<file path="config.mk">
export PLATFORM = sky130hd
export DESIGN_NAME = mem_port_arbiter
export DESIGN_NICKNAME = d
export VERILOG_FILES = /design/src/rtl/mem_port_arbiter.sv
export SDC_FILE = /design/constraint.sdc
export NUM_CORES = 1
export LEC_CHECK = 0
export BUFFER_PORTS_ARGS = -buffer_cell sky130_fd_sc_hd__buf_2
export CAP_MARGIN = 20
export CORE_UTILIZATION = 45
export CTS_CLUSTER_SIZE = 16
export DETAILED_ROUTE_END_ITERATION = 12
export HOLD_SLACK_MARGIN = 0.02
export PLACE_DENSITY_LB_ADDON = 0.1
export SYNTH_ARGS = -nofsm -noshare
export SYNTH_HDL_FRONTEND = slang
export SYNTH_SLANG_ARGS = --single-unit
</file>
<file path="constraint.sdc">
create_clock -name clk -period 1.8 [get_ports clk]
set_input_delay 0.27 -clock clk [delete_from_list [all_inputs] [get_ports clk]]
set_output_delay 0.27 -clock clk [all_outputs]
set_load 0.005 [all_outputs]
</file>
<file path="src/rtl/mem_port_arbiter.sv">
`default_nettype none
// ============================================================================
// Module      : mem_port_arbiter
// Description : Shares one single-ported word memory between the fetch and the
//               load/store ports. Data has priority; fetch is forced after
//               STARVE_MAX consecutive data wins.
// Revision    : 1.0 - initial release
// ============================================================================
module mem_port_arbiter #(
    parameter int ADDR_W     = 8,
    parameter int DATA_W     = 32,
    parameter int MEM_LAT    = 1,
    parameter int STARVE_MAX = 4
) (
    input  logic                clk,
    input  logic                rst,
    input  logic                if_req,
    input  logic [ADDR_W-1:0]   if_addr,
    output logic                if_gnt,
    output logic                if_rvalid,
    output logic [DATA_W-1:0]   if_rdata,
    input  logic                d_req,
    input  logic                d_we,
    input  logic [ADDR_W-1:0]   d_addr,
    input  logic [DATA_W-1:0]   d_wdata,
    output logic                d_gnt,
    output logic                d_rvalid,
    output logic [DATA_W-1:0]   d_rdata,
    output logic                mem_en,
    output logic                mem_we,
    output logic [ADDR_W-3:0]   mem_addr,
    output logic [DATA_W-1:0]   mem_wdata,
    input  logic [DATA_W-1:0]   mem_rdata,
    output logic                busy
);

    localparam int c_WAIT_W   = $clog2(MEM_LAT + 1);
    localparam int c_STARVE_W = $clog2(STARVE_MAX + 1);

    localparam logic [c_WAIT_W-1:0]   c_WAIT_LOAD = c_WAIT_W'(MEM_LAT);
    localparam logic [c_WAIT_W-1:0]   c_WAIT_ONE  = c_WAIT_W'(1);
    localparam logic [c_STARVE_W-1:0] c_STARVE_MX = c_STARVE_W'(STARVE_MAX);
    localparam logic [c_STARVE_W-1:0] c_STARVE_1  = c_STARVE_W'(1);

    typedef enum logic [1:0] {
        S_IDLE   = 2'd0,
        S_ACCESS = 2'd1,
        S_WAIT   = 2'd2,
        S_RESP   = 2'd3
    } state_t;

    state_t                  r_state;
    state_t                  w_state_nxt;
    logic                    r_owner_d;
    logic                    r_we;
    logic [ADDR_W-3:0]       r_addr;
    logic [DATA_W-1:0]       r_wdata;
    logic [c_WAIT_W-1:0]     r_wait_cnt;
    logic [c_STARVE_W-1:0]   r_starve_cnt;
    logic [DATA_W-1:0]       r_if_rdata;
    logic [DATA_W-1:0]       r_d_rdata;

    logic                    w_any_req;
    logic                    w_fetch_win;
    logic [DATA_W-1:0]       w_resp_data;
    logic                    w_unused;

    assign w_unused    = ^{if_addr[1:0], d_addr[1:0]};
    assign w_any_req   = if_req | d_req;
    // Fetch only beats a pending data request once it has been starved long enough
    assign w_fetch_win = if_req & (~d_req | (r_starve_cnt == c_STARVE_MX));
    assign w_resp_data = r_we ? '0 : mem_rdata;

    assign mem_addr  = r_addr;
    assign mem_wdata = r_wdata;
    assign if_rdata  = r_if_rdata;
    assign d_rdata   = r_d_rdata;

    always_comb begin
        w_state_nxt = r_state;
        if_gnt      = 1'b0;
        d_gnt       = 1'b0;
        mem_en      = 1'b0;
        mem_we      = 1'b0;
        if_rvalid   = 1'b0;
        d_rvalid    = 1'b0;
        busy        = (r_state != S_IDLE);
        case (r_state)
            S_IDLE: begin
                // rst gates the grants so outputs are quiet during reset
                if_gnt = rst & w_fetch_win;
                d_gnt  = rst & d_req & ~w_fetch_win;
                if (w_any_req) begin
                    w_state_nxt = S_ACCESS;
                end
            end
            S_ACCESS: begin
                mem_en      = 1'b1;
                mem_we      = r_we;
                w_state_nxt = S_WAIT;
            end
            S_WAIT: begin
                if (r_wait_cnt == c_WAIT_ONE) begin
                    w_state_nxt = S_RESP;
                end
            end
            S_RESP: begin
                if_rvalid   = ~r_owner_d;
                d_rvalid    = r_owner_d;
                w_state_nxt = S_IDLE;
            end
            default: w_state_nxt = S_IDLE;
        endcase
    end

    always_ff @(posedge clk or negedge rst) begin
        if (!rst) begin
            r_state      <= S_IDLE;
            r_owner_d    <= 1'b0;
            r_we         <= 1'b0;
            r_addr       <= '0;
            r_wdata      <= '0;
            r_wait_cnt   <= '0;
            r_starve_cnt <= '0;
            r_if_rdata   <= '0;
            r_d_rdata    <= '0;
        end else begin
            r_state <= w_state_nxt;
            case (r_state)
                S_IDLE: begin
                    if (w_any_req) begin
                        r_owner_d <= ~w_fetch_win;
                        r_we      <= ~w_fetch_win & d_we;
                        r_addr    <= w_fetch_win ? if_addr[ADDR_W-1:2] : d_addr[ADDR_W-1:2];
                        r_wdata   <= w_fetch_win ? '0 : d_wdata;
                    end
                    if (!if_req || w_fetch_win) begin
                        r_starve_cnt <= '0;
                    end else if (r_starve_cnt != c_STARVE_MX) begin
                        r_starve_cnt <= r_starve_cnt + c_STARVE_1;
                    end
                end
                S_ACCESS: begin
                    r_wait_cnt <= c_WAIT_LOAD;
                end
                S_WAIT: begin
                    r_wait_cnt <= r_wait_cnt - c_WAIT_ONE;
                    if (r_wait_cnt == c_WAIT_ONE) begin
                        if (r_owner_d) begin
                            r_d_rdata <= w_resp_data;
                        end else begin
                            r_if_rdata <= w_resp_data;
                        end
                    end
                end
                default: ;
            endcase
        end
    end

endmodule
`default_nettype wire

</file>
Word-level counts from Yosys, hierarchy flattened
Cells that the tools add are included.
{"block": "word_totals", "register_bits": 110, "input_bits": 85, "output_inout_bits": 109, "wordCells": 54}
{"block": "op_classes", "n_addsub": 2, "n_eq_ne": 7, "mux": 15, "bitwise": 10, "n_reduce_logical": 11}
{"cell": "32-bit two-way mux", "count": 2}
{"cell": "2-bit one-hot mux with 4 select lines", "count": 1}
{"cell": "1-bit two-way mux", "count": 6}
{"cell": "3-bit two-way mux", "count": 2}
{"cell": "6-bit two-way mux", "count": 1}
{"cell": "2-bit AND reduction", "count": 3}
{"cell": "3-bit AND reduction", "count": 2}
{"cell": "2-bit nonzero test", "count": 3}
{"cell": "1-bit bitwise AND", "count": 5}
{"cell": "2-bit equality test (second input constant)", "count": 2}
{"cell": "2-bit two-way mux", "count": 2}
{"cell": "2-bit inequality test (second input constant)", "count": 2}
{"cell": "3-bit by 1-bit adder with 3-bit output (second input constant)", "count": 1}
{"cell": "3-bit equality test (second input constant)", "count": 1}
{"cell": "3-bit inequality test (second input constant)", "count": 1}
{"cell": "1-bit inverter", "count": 3}
{"cell": "2-bit by 1-bit equality test with 1-bit output (second input constant)", "count": 1}
{"cell": "2-bit zero test", "count": 1}
{"cell": "1-bit OR", "count": 2}
{"cell": "1-bit one-hot mux with 2 select lines", "count": 1}
{"cell": "1-bit zero test", "count": 1}
{"cell": "1-bit logical OR", "count": 1}
{"cell": "1-bit subtractor (second input constant)", "count": 1}

Logic depth before layout (Yosys ltp)
{"block": "logic_depth", "depth_word": 6, "ltp_mapped": 7, "depth_no_buf": 5}

Worst setup path after synthesis
OpenSTA, ideal clock, no wires.
{"block": "synth_path", "kind": "reg2out", "startpoint": "register r_starve_cnt[0]", "endpoint": "output port if_gnt", "t_arrival_ps": 1327, "required_time_ps": 1530, "setup_slack_ps": 203, "path_stages_with_launch": 7, "path_buffers": 1, "path_cell_list": "dfrtp_1 inv_1 ha_1 a21bo_4 and2_4 buf_6 and3_1"}
{"block": "synth_between", "elab_chain_len": 5}
{"item": "start: declaration", "line_no": "59", "rtl": "logic [c_STARVE_W-1:0] r_starve_cnt;"}
{"item": "start signal: assignment", "line_no": "140", "rtl": "r_starve_cnt <= r_starve_cnt + c_STARVE_1;"}
{"item": "3-bit equality test", "line_no": "71", "rtl": "assign w_fetch_win = if_req & (~d_req | (r_starve_cnt == c_STARVE_MX));"}
{"item": "1-bit OR", "line_no": "71"}
{"item": "1-bit bitwise AND", "line_no": "71"}
{"item": "1-bit bitwise AND", "line_no": "91", "rtl": "if_gnt = rst & w_fetch_win;"}
{"item": "1-bit two-way mux", "line_no": "88", "rtl": "case (r_state)"}
{"item": "end: declaration", "line_no": "19", "rtl": "output logic if_gnt,"}
Every way passes these cells.

Final worst setup path
Same ends and word-level chain as after synthesis.

==> summary.txt <==
Status
  • Status: finished with violations
  • Failing checks: setup timing

Logic synthesis
  • YS warnings: 0
  • Post-synth top area share: 0.625
  • Synth area leader: dfrtp_1
  • Main synth FF type: dfrtp_1
  • Top cells by area, synth: dfrtp_1 63%, o21ai_0 7.4%, a22o_1 6.6%
  • Mapped Cells: 394
  • Sequential fraction of the synthesis area: 0.625
  • Post-Synthesis Cell Area: 4400 um2
  • Synth async-reset ratio: 1.00
  • Yosys reg bits: 110
  • Post-synth EDFFs: 0
  • Mapped Nets: 485
  • Cell variety after synth: 32
  • Avg Cell Area, Syn: 11.2 um2

Drt
  • Met2 Wirelength: 4.89 mm
  • Drt total wl: 10.5 mm
  • WL/cell: 14.4 um
  • Uppermost layer routed: met5
  • Met3 WL: 681 um
  • Initial drt markers: 111
  • Routed Antenna Nets: 0
  • # DRC: 0
  • Drt via density: 4.97
  • Vias: 3609
  • Metal-1 WL: 4.71 mm
  • Drt first pass iters: 4

Timing
  • Final Hold Viols: 0
  • Fin crit share: 1.03
  • Fin. max-slew vios: 0
  • Setup TNS: -59.9 ps
  • Worst Tran Pin Value: 452 ps
  • Clock Skews: 14.9 ps
  • Final setup vio count: 1
  • RSZ-0062 raised after global routing: true
  • Slew headroom: 0.698
  • Final min period: 1860 ps
  • FMAX: 0.538 GHz
  • Worst setup margin: -59.9 ps

Placed design
  • Final RePlAce weighted congestion: 0.722
  • Final HPWL DP: 7.29 mm
  • Place WS: 103 ps
  • IO buf count: 189

Cells and area
  • Fillers: 829
  • Layout cells sized above 1: 0.417
  • Synthesis-to-finish area growth: 33.4%
  • N_diodes: 0
  • Final #Nets: 684

Clock tree
  • Clk pin slew, worst setup/hold paths: 110 ps
  • CTS sink count: 110
  • Clk root buf: clkbuf_8
  • CTS tree: built
  • Clock buffer count from CTS: 9
  • Max H-tree Level: 3
  • Clock Latency Late Sink: 360 ps
  • Clock buffer depth: 2

Setup path
  • Worst path cell trace: inv_2 > ha_4 > a21bo_4 > and2_4 > and3_4 > buf_6
  • Crit-path max cell delay: 380 ps
  • Slowest CP cell: dfrtp_1
  • Worst Setup Start Kind: flip-flop
  • Kind of critical path: reg -> out
  • Crit-path max FO: 3
  • CP endpoint kind: primary output
  • Crit path DAT: 1590 ps
  • Worst path required time: 1530 ps

Floorplanning
  • Io pins: 194
  • Die Width: 101 um
  • Die Ht: 101 um
  • Core Box Area: 9370 um2
  • FP Rows: 35
  • DIE AREA: 10200 um2
  • Initial Util: 0.470

Min path
  • Worst Hold Class: in -> reg

GRT
  • First-pass GRT wire length: 16.9 mm
  • Vias in the first global route: 3514
  • Largest net degree at the start of global routing: 82
  • Global Route Usage Sum: 0.215
  • GRT overflow: 0
  • Initial antenna violation count: 1

Power and ir drop
  • PwrDens: 1720 nW/um2
  • VDD IR max: 0.834 mV
  • Pleak: 3.11 nW
  • Power Total: 10.1 mW

Run
  • # Max-Cap Violations: 0
-- worst paths after layout --
check / from / end / slack (ps) / depth (start not counted)
setup / recovery: r_starve_cnt[0]$_DFFE_PN0P_ / if_gnt / -60 / 6
hold / removal: d_wdata[9] / mem_wdata[9]$_DFFE_PN0P_ / 110 / 2
setup reg to reg: r_starve_cnt[0]$_DFFE_PN0P_ / mem_addr[4]$_DFFE_PN0P_ / 230 / 8
hold reg to reg: if_rdata[28]$_DFFE_PN0P_ / if_rdata[28]$_DFFE_PN0P_ / 480 / 2
max in group asynchronous: rst / if_rdata[14]$_DFFE_PN0P_ / 920 / 3
min in group asynchronous: rst / if_rdata[26]$_DFFE_PN0P_ / 530 / 3
-- critical path: cells and delay by family, from the launching register on --
family	cells	cell delay, ps
fa+ha+maj	1	160
buf+inv	2	170
flops	1	380
simple gates	2	330
compound gates	1	200
-- cell type report --
type | instances | area, um2 | share of cell area
multi-input combinational | 252 | 1540 | 0.263
tap | 129 | 161 | 0.0275
inverter | 6 | 22.5 | 0.00384
sequential | 110 | 2750 | 0.469
timing repair buffer | 214 | 1200 | 0.204
clock inverter | 6 | 70.1 | 0.0119
clock buffer | 9 | 124 | 0.0211
-- cell families (layout without fill, tap and decap cells) --
group,after synthesis,in the layout,share of synthesized area
adder cells (fa/ha/maj),6,6,0.0171
AO/OA/AOI/OAI,115,115,0.181
flip-flops,110,110,0.625
buffers and inverters,32,235,0.0335
AND/OR/NAND/NOR,129,129,0.139
multiplexers,2,2,0.00483
-- power breakdown --
group / internal (mW) / switching, mW / total [mW] / leakage (nW)
clock: 0.649 / 0.820 / 1.47 / 0.100
combinational: 2.17 / 2.12 / 4.29 / 1.62
sequential: 3.64 / 0.677 / 4.32 / 1.39
total: 6.45 / 3.62 / 10.1 / 3.11
-- stage by stage --
step,cell area [um2],hold slack (ps),instances,util
2_1_floorplan,4400,-25.6,394,-
3_3_place_gp,5530,370,697,0.590
3_5_place_dp,5530,366,697,0.590
4_1_cts,5850,97.8,724,0.624
5_1_grt,5870,87.8,726,0.627
6_report,5870,109,726,0.627
-- Yosys cell counts (all sizes together) (2+ instances only) --
master / n
dfrtp: 110
nand2b: 33
nand4: 7
nor2b: 2
o21ai: 67
buf: 9
nand2: 77
a22o: 33
inv: 6
o21a: 2
and2: 3
clkbuf: 17
ha: 6
o211ai: 6
nand3: 4
-- per-layer routing --
| layer | vias to the layer above | track usage |
|---|---|---|
| li1 | 1751 | - |
| met1 | 1707 | 0.283 |
| met2 | 133 | 0.346 |
| met3 | 16 | 0.0520 |
| met4 | 2 | 0.0825 |
| met5 | - | 0 |
-- flip-flops by register name, indices dropped and copies added, names as in the netlist --
register,flops
r_starve_cnt,3
r_wait_cnt,1
r_state,2
d_rdata,32
r_owner_d,1
if_rdata,32
mem_wdata,32
r_we,1
mem_addr,6
-- placed cells by master, fill, tap and decap left out, types with 3 or more instances in the layout --
cell      count
buf_2       187
dfrtp_1     110
nand2_1      77
o21ai_0      65
nand2b_1     33
a22o_1       33
buf_4        20
clkbuf_8      9
nand4_1       7
o211ai_2      6
inv_2         5
buf_12        4
nand3_1       3
ha_1          3
-- what timing repair did --
action                                  4_1_cts  5_1_grt
endpoints found under the setup margin        2        4
gates resized for setup                      10        2
setup buffers                                11        3
endpoints found under the hold margin       110        0
hold buffers                                  1        0
pin swaps                                     4        2
No activity file was read; power rests on OpenSTA's default activity.
